[src/rtl/note_arbiter.sv]
// note_arbiter: round-robin scheduler sharing the 4:1 note-decision mux among
// four note sources (0 keyboard, 1 sequencer, 2 replay, 3 test pattern).
// A grant is held for NOTE_TICKS tempo ticks, followed by GAP_TICKS ticks of
// silence, and the served source receives a one-cycle ack.
//
// Optional feature macro: NOTE_ARB_PREEMPT_EN
//   defined   -> source 0 cuts any other playing note (no ack) and is granted
//                next, without disturbing the round-robin pointer
//   undefined -> pure round-robin
//
// Ports:
//   clk      system clock, rising edge
//   reset_n  asynchronous active-low reset
//   tick     one-cycle tempo strobe
//   req[3:0] per-source request, held until ack or abandon
//   sel      decision-mux select (current/last grantee)
//   grant    one-hot grant, zero when no note plays
//   note_on  high while a granted note sounds
//   ack      one-cycle completion pulse to the served source
//   busy     high in PLAY and GAP
module note_arbiter #(
  parameter int unsigned NOTE_TICKS = 8,
  parameter int unsigned GAP_TICKS  = 1,
  parameter int unsigned CNT_W      = 8
) (
  input  logic       clk,
  input  logic       reset_n,
  input  logic       tick,
  input  logic [3:0] req,
  output logic [1:0] sel,
  output logic [3:0] grant,
  output logic       note_on,
  output logic [3:0] ack,
  output logic       busy
);

`ifdef NOTE_ARB_PREEMPT_EN
  localparam bit PREEMPT = 1'b1;
`else
  localparam bit PREEMPT = 1'b0;
`endif

  typedef enum logic [1:0] {S_IDLE, S_PLAY, S_GAP} state_e;

  localparam logic [CNT_W-1:0] NOTE_LAST = CNT_W'(NOTE_TICKS - 1);
  localparam logic [CNT_W-1:0] GAP_LAST  = CNT_W'(GAP_TICKS - 1);
  localparam state_e           END_NEXT  = (GAP_TICKS != 0) ? S_GAP : S_IDLE;

  state_e           state_q, state_d;
  logic [CNT_W-1:0] cnt_q, cnt_d;
  logic [1:0]       last_q, last_d;
  logic [1:0]       sel_q, sel_d;
  logic [3:0]       grant_q, grant_d;
  logic             note_on_q, note_on_d;
  logic [3:0]       ack_q, ack_d;
  logic             busy_q, busy_d;
  // Set while a preemptive source-0 note is pending or playing; that note
  // must not move the round-robin pointer.
  logic             pre_q, pre_d;

  logic [1:0]       pick_idx;
  logic             pick_vld;
  logic [1:0]       cand;

  // Round-robin pick: scan last+1 .. last+4; iterating backwards lets the
  // earliest candidate in scan order win.
  always_comb begin
    pick_idx = last_q;
    pick_vld = 1'b0;
    cand     = last_q;
    for (int k = 4; k >= 1; k--) begin
      cand = last_q + 2'(k);
      if (req[cand]) begin
        pick_idx = cand;
        pick_vld = 1'b1;
      end
    end
  end

  // Next-state and registered-output logic.
  always_comb begin
    state_d   = state_q;
    cnt_d     = cnt_q;
    last_d    = last_q;
    sel_d     = sel_q;
    grant_d   = grant_q;
    note_on_d = note_on_q;
    ack_d     = '0;
    pre_d     = pre_q;

    case (state_q)
      S_IDLE: begin
        if (PREEMPT && pre_q && req[0]) begin
          state_d   = S_PLAY;
          grant_d   = 4'b0001;
          sel_d     = 2'd0;
          note_on_d = 1'b1;
          cnt_d     = '0;
        end else begin
          pre_d = 1'b0;
          if (pick_vld) begin
            state_d   = S_PLAY;
            grant_d   = 4'(1) << pick_idx;
            sel_d     = pick_idx;
            note_on_d = 1'b1;
            cnt_d     = '0;
          end
        end
      end

      S_PLAY: begin
        if (!req[sel_q]) begin
          // Abandon wins over a coincident end tick or a preempt.
          state_d   = END_NEXT;
          grant_d   = '0;
          note_on_d = 1'b0;
          cnt_d     = '0;
          last_d    = pre_q ? last_q : sel_q;
          pre_d     = 1'b0;
        end else if (PREEMPT && req[0] && (sel_q != 2'd0)) begin
          state_d   = END_NEXT;
          grant_d   = '0;
          note_on_d = 1'b0;
          cnt_d     = '0;
          pre_d     = 1'b1;
        end else if (tick) begin
          if (cnt_q == NOTE_LAST) begin
            state_d   = END_NEXT;
            grant_d   = '0;
            note_on_d = 1'b0;
            cnt_d     = '0;
            ack_d     = 4'(1) << sel_q;
            last_d    = pre_q ? last_q : sel_q;
            pre_d     = 1'b0;
          end else begin
            cnt_d = cnt_q + CNT_W'(1);
          end
        end
      end

      S_GAP: begin
        if (tick) begin
          if (cnt_q == GAP_LAST) begin
            cnt_d   = '0;
            state_d = S_IDLE;
          end else begin
            cnt_d = cnt_q + CNT_W'(1);
          end
        end
      end

      default: state_d = S_IDLE;
    endcase

    busy_d = (state_d != S_IDLE);
  end

  // State and output registers.
  always_ff @(posedge clk or negedge reset_n) begin
    if (!reset_n) begin
      state_q   <= S_IDLE;
      cnt_q     <= '0;
      last_q    <= 2'd3;
      sel_q     <= 2'd0;
      grant_q   <= '0;
      note_on_q <= 1'b0;
      ack_q     <= '0;
      busy_q    <= 1'b0;
      pre_q     <= 1'b0;
    end else begin
      state_q   <= state_d;
      cnt_q     <= cnt_d;
      last_q    <= last_d;
      sel_q     <= sel_d;
      grant_q   <= grant_d;
      note_on_q <= note_on_d;
      ack_q     <= ack_d;
      busy_q    <= busy_d;
      pre_q     <= pre_d;
    end
  end

  assign sel     = sel_q;
  assign grant   = grant_q;
  assign note_on = note_on_q;
  assign ack     = ack_q;
  assign busy    = busy_q;

endmodule

[config.mk]
export PLATFORM = sky130hd
export DESIGN_NAME = note_arbiter
export DESIGN_NICKNAME = d
export VERILOG_FILES = /design/src/rtl/note_arbiter.sv
export SDC_FILE = /design/constraint.sdc
export NUM_CORES = 1
export LEC_CHECK = 0
export BUFFER_PORTS_ARGS = -buffer_cell sky130_fd_sc_hd__buf_2
export CORE_MARGIN = 2
export CORE_UTILIZATION = 38
export DETAILED_ROUTE_END_ITERATION = 6
export PLACE_DENSITY = 0.56
export SYNTH_ARGS = -nofsm -noshare
export SYNTH_HDL_FRONTEND = slang
export SYNTH_SLANG_ARGS = --single-unit
[constraint.sdc]
create_clock -name clk -period 2.78 [get_ports clk]
set_clock_uncertainty 0.05 [all_clocks]
set_input_delay 0.556 -clock clk [delete_from_list [all_inputs] [get_ports clk]]
set_output_delay 0.556 -clock clk [all_outputs]
set_load 0.1 [all_outputs]
; ---- Word-level counts from Yosys, hierarchy flattened
; Cells that the tools add are included.
[word_totals]
regBits = 25
inputBits = 7
wordCells = 89
[classes]
shift = 2
n_reduce_logical = 10
muxes = 50
eq_ne = 9
addsub = 4
magnitude_cmp = 5
[ops]
columns = op, count
row1 = 8-bit two-way mux, 6
row2 = 4-bit two-way mux, 8
row3 = 2-bit two-way mux, 13
row4 = 8-bit case mux with 3 select lines, 1
row5 = "2-bit by 3-bit less-than comparator with 1-bit output, second input constant", 5
row6 = 1-bit two-way mux, 13
row7 = 1-bit binary-select mux with 2-bit select, 5
row8 = "8-bit by 1-bit adder with 8-bit output, second input constant", 1
row9 = "8-bit by 3-bit == test with 1-bit output, second input constant", 1
row10 = 8-bit logical NOT, 1
row11 = 4-bit case mux with 2 select lines, 1
row12 = 4-bit AND reduction, 2
row13 = "1-bit by 2-bit left shift with 4-bit output, first input constant", 2
row14 = "2-bit inequality test, second input constant", 3
row15 = "3-bit inequality test, second input constant", 2
row16 = 2-bit case mux with 3 select lines, 1
row17 = 3-bit AND reduction, 2
row18 = "2-bit adder, second input constant", 2
row19 = 1-bit case mux with 2 select lines, 2
row20 = 2-bit nonzero test, 2
row21 = 3-bit nonzero test, 1
row22 = "2-bit by 1-bit adder with 2-bit output, second input constant", 1
row23 = "2-bit by 1-bit == test with 1-bit output, second input constant", 1
row24 = "2-bit == test, second input constant", 1
row25 = other kinds (3), 3

; ---- Logic depth before layout (Yosys ltp)
[logic_depth]
ltp_word = 9
ltp_mapped = 7
ltp_nobuf = 7

; ---- Worst setup path before layout
; No wires, ideal clock.
[synth_timing]
kind = flip-flop to flip-flop
start = register sel_q[1] (netlist: sel[1])
end = register cnt_q[3]
required_ns = 2.604
setup_slack_ns = 0.476
path_buffers = 1
t_arrival_ns = 2.128
period_less_slack_ns = 2.304
stages_incl_launch_ff = 7
cell_sequence = dfrtp_1 buf_6 mux2i_1 o22ai_1 a22oi_4 nor2_4 a221o_1
[synth_via]
elab_chain_len = 4
word_cells_on_any_way = 6
[synth_lines]
columns = element, line_no
row1 = "start, declared", 52  ; logic [1:0] sel_q, sel_d;
row2 = "start signal, assigned", 174  ; sel_q <= sel_d;
row3 = 1-bit binary-select mux with 2-bit select *, 112  ; if (!req[sel_q]) begin
row4 = 1-bit two-way mux (implied by the code) *, 112
row5 = 3-bit inequality test (no source line) or 8-bit two-way mux (tied branches), -
row6 = 4-bit AND reduction (no source line) or 8-bit case mux with 3 select lines (tied branches), -
row7 = "end signal, assigned", 172  ; cnt_q <= cnt_d;
row8 = "end, declared", 50  ; logic [CNT_W-1:0] cnt_q, cnt_d;
; Every way passes the cells marked *; elsewhere a longest branch is shown, timed or not. The select of a mux whose other input is x is not followed.
; A chain may end at the register's enable or synchronous reset.

; ---- Worst setup path after layout
[layout_timing]
start = register state_q[1]
end = register cnt_q[3]
[layout_via]
elab_chain_len = 3
word_cells_on_any_way = 9
[layout_lines]
columns = element, line_no
row1 = "start, declared", 49  ; state_e state_q, state_d;
row2 = "start signal, assigned", 171  ; state_q <= state_d;
row3 = "2-bit by 1-bit == test with 1-bit output, or another cell as far along", 91  ; case (state_q)
row4 = "3-bit inequality test (no source line), or another cell as far along", -
row5 = 4-bit AND reduction (no source line), -
; Parallel ways exist; a longest one is shown, timed or not.

==> summary.txt <==
Multi-input gate area: 746 um2
CTS Buf Count: 3
Resized Gates After CTS: 0
max-cap violations: 0
Hold Buf Count CTS: 0
CTS tree: yes
Post-Syn Area: 0.00140 mm2
drt first pass iters: 4
Worst Setup Slack, final: 0.738 ns
post-synthesis sequential area ratio: 43.2%
synth warn: 0
Final ANT Viol Nets: 0
Setup WS pre-CTS: 0.745 ns
Die Ht: 64.6 um
Syn Nets: 147
Async SR Flop Fraction: 100%
top_reg_cell synth: dfrtp_1
n_diodes: 0
clock transition at the registers of the reported paths: 0.08 ns
Final HPWL DP: 2240 um
Period Utilization, post-route: 73.5%
setup bufs post-CTS: 0
Total GRT Usage: 16.2%
Rows: 22
worst path required time: 2.88 ns
Post-Synthesis Cells: 134
crit end category: flop
vias per inst: 5.51
worst hold path type: in -> async
RSZ-0062 raised after global routing: false
CTS sink cnt: 24
vias in the first global route: 1134
initial core utilization: 38.8%
wirelength, routed: 2880 um
Pwr Density: 1220 mW/mm2
initial DRC count: 30
power after layout: 1.94 mW
CP Launch Type: flop
I/O Pins: 19
Seq. cell area: 603 um2
final-stage net count: 169
Worst-Skew Late Latency: 0.27 ns
Slew Viols, Final: 0
final-report setup violation count: 0
Max Freq: 0.490 GHz
# fillers: 354
Synth cell types: 42
arrival time worst endpoint: 2.14 ns
Leak: 0.749 nW
worst vdd ir: 0.464 mV
Port Buffer Count: 18
biggest area consumer among synthesized cells: dfrtp_1
routed len/inst: 14.2 um
residual DRC count: 0
crit-path max FO: 8
setup TNS: 0 ns
most common cell in the synthesized netlist: dfrtp_1
synth top area cells: dfrtp_1, ha_1, mux2_2, dfstp_2, a22o_1
synth cell count leaders: dfrtp_1, inv_1, nand2_1, nor2_1, ha_1
Core Region: 0.00361 mm2
Fin. Hold Viols: 0
post-synth top area share: 39.4%
Final Critical Period: 2.04 ns
Root Driver: clkbuf_8
layout cells sized above 1: 25.2%
Post-synth EDFFs: 0
GPL Wtd Cong: 0.809
H-tree depth: 1
die width: 64.6 um
worst-case clock buffer depth: 2
P&R area growth vs syn: 13.9%
status: finished, final reports clean
antenna violations before repair: 0
die area: 0.00418 mm2
total global routing overflow: 0
detailed-route via count: 1119
largest net degree at the start of global routing: 25
worst slew pin tran: 0.532 ns
first-pass GRT wire length: 5150 um
max_slew headroom: 64.5%
post-synthesis register bit count: 24
Avg Inst Size Synth: 10.4 um2
critical path type: reg -> reg
-- report_power, final --
| group | total [mW] | switching, mW | internal [mW] |
|---|---|---|---|
| registers | 0.543 | 0.0936 | 0.450 |
| logic | 1.16 | 0.808 | 0.352 |
| clock network | 0.234 | 0.108 | 0.126 |
| total | 1.94 | 1.01 | 0.928 |
-- final timing paths --
path	cells past startpoint	end	from	slack, ns
max in group asynchronous	1	last_q[1]$_DFFE_PN1P_	reset_n	2.11
setup reg to reg	7	cnt_q[3]$_DFFE_PN0P_	state_q[1]$_DFF_PN0_	0.74
setup / recovery	7	cnt_q[3]$_DFFE_PN0P_	state_q[1]$_DFF_PN0_	0.74
min in group clk	1	note_on$_DFFE_PN0P_	note_on$_DFFE_PN0P_	0.43
hold reg to reg	1	note_on$_DFFE_PN0P_	note_on$_DFFE_PN0P_	0.43
hold / removal	1	sel[1]$_DFFE_PN0P_	reset_n	0.21
-- metrics by stage --
step           hold WS (ns)  util, %  std cells  area (um2)
2_1_floorplan         0.210        -        134        1400
3_3_place_gp          0.410     42.6        199        1540
3_5_place_dp          0.417     42.6        199        1540
4_1_cts               0.220     44.1        203        1590
5_1_grt               0.239     44.1        203        1590
6_report              0.208     44.1        203        1590
-- kinds of logic after synthesis --
group	synth area share, %
AO/OA/AOI/OAI	22.9
buffers and inverters	3.49
adder cells (fa/ha/maj)	5.37
flip-flops	43.2
multiplexers	6.89
AND/OR/NAND/NOR	18.2
-- per-layer routing --
metal	global-route usage [%]	vias up	share of wire, %
li1	-	542	-
met1	19.4	544	43
met2	27.6	26	50
met3	3.65	7	4.3
met4	7.18	0	2.0
met5	0	-	0
-- flip-flops by register name, summed over array words and instances (netlist names) --
name and flops:
ack 4, state_q 2, sel 2, busy 1, grant 4, note_on 1, last_q 2, cnt_q 8
-- worst max-delay path: stages, from the launching register on --
cell       delay, ns
dfrtp_1         0.40
inv_1           0.10
ha_1            0.31
nand2b_1        0.13
o22a_1          0.25
o2111ai_4       0.28
nor2_4          0.10
a221o_1         0.30
-- final cells by class --
type	count	share of cell area [%]
multi-input combinational	99	46.9
sequential	24	37.9
timing repair buffer	18	5.66
tap	48	3.77
clock buffer	4	3.46
inverter	10	2.36
-- layout by cell type, fill, tap and decap left out, drive strengths merged, types with 2 or more instances in the layout --
master,instances
nor2,9
a21o,2
nor4,2
buf,18
nand3,4
nor3b,2
nor3,6
a21oi,3
o21ai,10
inv,10
and3,3
mux2i,4
a22oi,2
nand2,9
o2bb2ai,2
dfstp,2
dfrtp,22
nor2b,2
a22o,7
clkbuf,4
ha,6
a221oi,2
o22ai,2
nand2b,5
mux2,5
No activity file was read; power rests on OpenSTA's default activity.
